--- config.mk ---
export PLATFORM = sky130hd
export DESIGN_NAME = routine_bus_sink
export DESIGN_NICKNAME = d
export VERILOG_FILES = /design/src/rtl/routine_bus_sink.sv
export SDC_FILE = /design/constraint.sdc
export NUM_CORES = 1
export LEC_CHECK = 0
export BUFFER_PORTS_ARGS = -buffer_cell sky130_fd_sc_hd__buf_2
export CORE_ASPECT_RATIO = 1.75
export CORE_MARGIN = 2
export CORE_UTILIZATION = 24
export CTS_BUF_LIST = sky130_fd_sc_hd__clkbuf_4
export DETAILED_ROUTE_END_ITERATION = 8
export PLACE_DENSITY = 0.54
export RECOVER_POWER = 100
export SLEW_MARGIN = 30
export SYNTH_ARGS = -nofsm -noshare
export SYNTH_HDL_FRONTEND = slang
export SYNTH_SLANG_ARGS = --single-unit
--- constraint.sdc ---
create_clock -name clk_i -period 1.8 [get_ports clk_i]
set_input_delay 0.36 -clock clk_i [delete_from_list [all_inputs] [get_ports clk_i]]
set_output_delay 0.36 -clock clk_i [all_outputs]
set_load 0.02 [all_outputs]
--- src/rtl/routine_bus_sink.sv ---
// Consumer end of the 47-bit light-routine bus: captures strobed frames, scans the
// four 7-segment digits onto shared pins, decodes glyphs back to hex, blanks when stale.
module routine_bus_sink #(
    parameter int SCAN_DIV     = 1024,
    parameter int BLANK        = 16,
    parameter int STALE_CYCLES = 1048576
) (
    input  logic        clk_i,
    input  logic        rst_ni,
    input  logic [46:0] routine_bus_i,
    output logic [17:0] leds_o,
    output logic [6:0]  seg_o,
    output logic [3:0]  anode_o,
    output logic [15:0] digit_value_o,
    output logic [3:0]  digit_valid_o,
    output logic [15:0] frame_count_o,
    output logic        stale_o
);

    logic        strobe;
    logic [17:0] led_q, led_d;
    logic [27:0] seg_q, seg_d;
    logic [15:0] frame_cnt_q, frame_cnt_d;
    logic [23:0] stale_cnt_q, stale_cnt_d;
    logic        stale_q, stale_d;
    logic [15:0] scan_cnt_q, scan_cnt_d;
    logic [1:0]  digit_q, digit_d;
    logic [17:0] leds_out_q, leds_out_d;
    logic [6:0]  seg_out_q, seg_out_d;
    logic [3:0]  anode_q, anode_d;
    logic [15:0] dval_q, dval_d;
    logic [3:0]  dvalid_q, dvalid_d;
    logic [4:0]  glyph;
    logic        blank_slot;

    assign strobe = routine_bus_i[46];

    // Returns {valid, nibble} for one active-low GFEDCBA pattern.
    function automatic logic [4:0] decode_glyph(input logic [6:0] seg_n);
        logic [6:0] s;
        s = ~seg_n;
        case (s)
            7'h3F:   decode_glyph = 5'h10;
            7'h06:   decode_glyph = 5'h11;
            7'h5B:   decode_glyph = 5'h12;
            7'h4F:   decode_glyph = 5'h13;
            7'h66:   decode_glyph = 5'h14;
            7'h6D:   decode_glyph = 5'h15;
            7'h7D:   decode_glyph = 5'h16;
            7'h07:   decode_glyph = 5'h17;
            7'h7F:   decode_glyph = 5'h18;
            7'h6F:   decode_glyph = 5'h19;
            7'h77:   decode_glyph = 5'h1A;
            7'h7C:   decode_glyph = 5'h1B;
            7'h39:   decode_glyph = 5'h1C;
            7'h5E:   decode_glyph = 5'h1D;
            7'h79:   decode_glyph = 5'h1E;
            7'h71:   decode_glyph = 5'h1F;
            default: decode_glyph = 5'h00;
        endcase
    endfunction

    always_comb begin
        led_d       = led_q;
        seg_d       = seg_q;
        frame_cnt_d = frame_cnt_q;
        stale_cnt_d = stale_cnt_q;
        stale_d     = stale_q;
        if (strobe) begin
            led_d       = routine_bus_i[45:28];
            seg_d       = routine_bus_i[27:0];
            frame_cnt_d = frame_cnt_q + 16'd1;
            stale_cnt_d = '0;
            stale_d     = 1'b0;
        end else begin
            if (stale_cnt_q != 24'hFFFFFF) begin
                stale_cnt_d = stale_cnt_q + 24'd1;
            end
            // Sticky until the next strobe; also holds after reset until one arrives.
            if (stale_cnt_d >= 24'(STALE_CYCLES)) begin
                stale_d = 1'b1;
            end
        end
    end

    always_comb begin
        scan_cnt_d = scan_cnt_q + 16'd1;
        digit_d    = digit_q;
        if (scan_cnt_q == 16'(SCAN_DIV - 1)) begin
            scan_cnt_d = '0;
            digit_d    = digit_q + 2'd1;
        end
    end

    // Display stage works from the registered scan position, so pins lag by one edge.
    always_comb begin
        blank_slot = stale_q || (scan_cnt_q < 16'(BLANK));
        leds_out_d = stale_q ? 18'd0 : led_q;
        anode_d    = 4'hF;
        seg_out_d  = 7'h7F;
        if (!blank_slot) begin
            anode_d   = ~(4'b0001 << digit_q);
            seg_out_d = seg_q[7*digit_q +: 7];
        end
    end

    always_comb begin
        dval_d   = '0;
        dvalid_d = '0;
        glyph    = '0;
        for (int k = 0; k < 4; k++) begin
            glyph            = decode_glyph(seg_q[7*k +: 7]);
            dval_d[4*k +: 4] = glyph[3:0];
            dvalid_d[k]      = glyph[4];
        end
    end

    always_ff @(posedge clk_i or negedge rst_ni) begin
        if (!rst_ni) begin
            led_q       <= '0;
            seg_q       <= '1;
            frame_cnt_q <= '0;
            stale_cnt_q <= '0;
            stale_q     <= 1'b1;
            scan_cnt_q  <= '0;
            digit_q     <= '0;
            leds_out_q  <= '0;
            seg_out_q   <= 7'h7F;
            anode_q     <= 4'hF;
            dval_q      <= '0;
            dvalid_q    <= '0;
        end else begin
            led_q       <= led_d;
            seg_q       <= seg_d;
            frame_cnt_q <= frame_cnt_d;
            stale_cnt_q <= stale_cnt_d;
            stale_q     <= stale_d;
            scan_cnt_q  <= scan_cnt_d;
            digit_q     <= digit_d;
            leds_out_q  <= leds_out_d;
            seg_out_q   <= seg_out_d;
            anode_q     <= anode_d;
            dval_q      <= dval_d;
            dvalid_q    <= dvalid_d;
        end
    end

    assign leds_o        = leds_out_q;
    assign seg_o         = seg_out_q;
    assign anode_o       = anode_q;
    assign digit_value_o = dval_q;
    assign digit_valid_o = dvalid_q;
    assign frame_count_o = frame_cnt_q;
    assign stale_o       = stale_q;

endmodule
==> metrics.cfg <==
[run_status]
outcome = completed

[clock_network]
cts_max_level = 4
cts_tree = done
clk_latency_ps = 590
clockBufferDepth = 2
clkTransAtPathRegs_ps = 140
clock-root-buffer = clkbuf_4
cts_buffers = 17
cts.sinks = 154

[routing]
post_drt_wl_per_cell_microns = 14.7
via_count = 6053
drc = 0
wl_microns = 19300
dr.pass1.iters = 4
vias_per_cell = 4.61
ant_nets = 0
drt_iter0_drc = 263

[final_layout]
n_fill_cell = 3284
finalNetCount = 958
design_area_sq_mm = 0.00973
syn2layout_area_growth_pct = 28.8
stdcell_count = 1314
drive_gt1_frac = 0.293

[min_path]
hp-class = input port to flip-flop
whs_path_depth = 3
hold_end = seg_q[21]
min_from = routine_bus_i[21]

[logic_synthesis]
seq_area_frac_synth = 0.517
postSynthCellCount = 700
synth-edff-count = 0
netlist_area_sq_mm = 0.00755
synth-main-ff-cell = dfrtp_1
synth-seq-cells = 154
synth_cell_types = 69
synth_top_area_frac = 0.378
post_synth.cell_area_avg_sq_um = 10.8
ys_warn_count = 0
syn_nets = 756
synth_area_leaders = dfrtp_1, dfstp_2, mux2_2
async_reset_ff_frac = 1.00
synth_top_area_cell = dfrtp_1

[sta]
period_share = 0.984
finalSetupTns_ps = 0
finalCriticalPeriod_ps = 1770
fmax_ghz = 0.564
fin_worst_skew_ps = 13.3
tightestPinTransition_ps = 951
fin_ws_ps = 28.4
finalSetupViolations = 0
drv_slew = 0
slew_headroom = 0.366
finalHoldViolCount = 0
rsz0062_at_grt = yes

[setup_path]
regToRegSetupSlack_ps = 30
crit_type = flip-flop to flip-flop
critPathLaunchType = flip-flop
cp_max_fo = 7
required_ps = 2320
r2r_cells = 7
worstPathArrival_ps = 2290
end_kind = flip-flop
rr_endpoint = stale_o
r2r-start = stale_cnt_q[1]

[die]
ios = 115
initial_utilization = 0.242
core_area_sq_mm = 0.0312
num_rows = 86
die_w_microns = 138
die_y_microns = 239
dieArea_sq_mm = 0.0330

[placed_design]
gp_congestion = 0.825
place_area_sq_mm = 0.00900
dp.cells = 1229
hpwl_microns = 14000
dp_slack_ps = -89.5
port_buffers = 114

[global_route]
grt_first_pass_wirelength_microns = 31500
grt_pass1_vias = 6256
antenna_found_initial = 3
overflow = 0
grt_usage = 0.119
grt_max_degree = 41

[pwr]
vdd_drop_max_v = 0.000454
p_per_area_mw_per_mm2 = 792
power_mw = 7.70
leakage_nw = 4.08

[flow_run]
maxCapViolCount = 0

[cell usage in the layout, fill, tap and decap left out, drive strengths merged, types with 14 or more instances in the layout]
| cell type | netlist | routed |
|---|---|---|
| xnor2 | 29 | 29 |
| buf | 7 | 120 |
| inv | 12 | 15 |
| nor2b | 25 | 25 |
| dfrtp | 114 | 114 |
| nand3 | 32 | 32 |
| nand2b | 14 | 14 |
| dfstp | 40 | 40 |
| xor2 | 16 | 16 |
| mux2 | 44 | 44 |
| nor3 | 19 | 19 |
| nor2 | 58 | 58 |
| dlygate4sd3 | 0 | 46 |
| and3 | 16 | 16 |
| nand2 | 44 | 44 |
| clkbuf | 38 | 80 |
| a21oi | 18 | 18 |
| o21ai | 25 | 25 |
[worst max-delay path, stage by stage, from the launching register on]
cell,delay [ps]
dfrtp_1,410
ha_2,220
and3_1,160
and4_4,220
buf_12,140
nor4_4,250
mux2i_1,220
a31oi_1,90
[report_power, final]
part | switching (mW) | internal, mW | leakage, nW
registers | 0.366 | 3.80 | 1.89
logic | 0.756 | 0.634 | 2.04
clock network | 1.32 | 0.824 | 0.154
[logic make-up after synthesis]
logic type	Yosys count	share of synthesized area
and+or+nand+nor	275	0.199
xor gates and xnor gates	45	0.0522
adders and majority gates	7	0.0116
DFF	154	0.517
muxes	58	0.0957
buffers and inverters	58	0.0320
AOI/OAI and AO/OA	103	0.0932
[per-layer routing]
metal / share of wire / wire length, microns / track usage / up-vias
met5: 0 / 0 / 0 / -
li1: - / - / - / 2911
met3: 0.037 / 708 / 0.0248 / 26
met1: 0.39 / 7460 / 0.127 / 2974
met4: 0.025 / 483 / 0.0649 / 0
met2: 0.55 / 10600 / 0.219 / 142
[what timing repair did]
item / 4_1_cts / 5_1_grt
buffers inserted: 2 / 2
endpoints found under the hold margin: 171 / 0
pin swaps: 4 / 14
endpoints found under the setup margin: 15 / 25
resized for setup: 9 / 16
hold buffers: 46 / 0
[cells in the mapped netlist, drive strengths merged (5+ instances only)]
cell / instances
a31oi: 7
nand4: 13
nor3: 19
a211oi: 8
a32oi: 5
or3: 9
clkbuf: 38
dfrtp: 114
dfstp: 40
nand2: 44
inv: 12
and3: 16
nor2: 58
mux2: 44
buf: 7
nand2b: 14
and2: 5
nor3b: 7
and4: 6
xnor2: 29
xor2: 16
a21o: 5
mux4: 7
nand3: 32
a21oi: 18
nor4: 8
ha: 7
mux2i: 7
nor2b: 25
o21ai: 25
[through the flow]
stage	util	hold slack, ps
5_1_grt	0.312	51.9
6_report	0.312	86.3
4_1_cts	0.313	8.95
2_1_floorplan	-	64.4
3_3_place_gp	0.288	287
3_5_place_dp	0.288	288
[state kept, by name, indices dropped and copies added, names as in the netlist]
signal	flops
seg_q	28
stale_o	1
stale_cnt_q	24
led_q	18
scan_cnt_q	16
digit_valid_o	4
anode_o	4
seg_o	7
frame_count_o	16
digit_value_o	16
leds_o	18
digit_q	2
[layout make-up]
cell class                 count  area, sq um  share of cell area
multi-input combinational    488         3510               0.360
clock inverter                15          149              0.0153
clock buffer                  17          128              0.0131
tap                          396          495              0.0509
timing repair buffer         229         1500               0.154
antenna                        3         7.51            0.000772
sequential                   154         3900               0.401
inverter                      12         45.0             0.00463
[worst max path at each step]
stage                     from               to  slack (ps)  cells after the start
5_1_grt        stale_cnt_q[16]  stale_cnt_q[23]         -60                      6
2_1_floorplan   scan_cnt_q[14]       digit_q[1]         -40                      5
3_3_place_gp    stale_cnt_q[0]          stale_o         -40                      7
3_5_place_dp    stale_cnt_q[1]          stale_o         -90                      6
6_report        stale_cnt_q[1]          stale_o          30                      7
4_1_cts         stale_cnt_q[1]  stale_cnt_q[12]         -10                      7
Note: power is estimated with default switching activity, not from simulation.
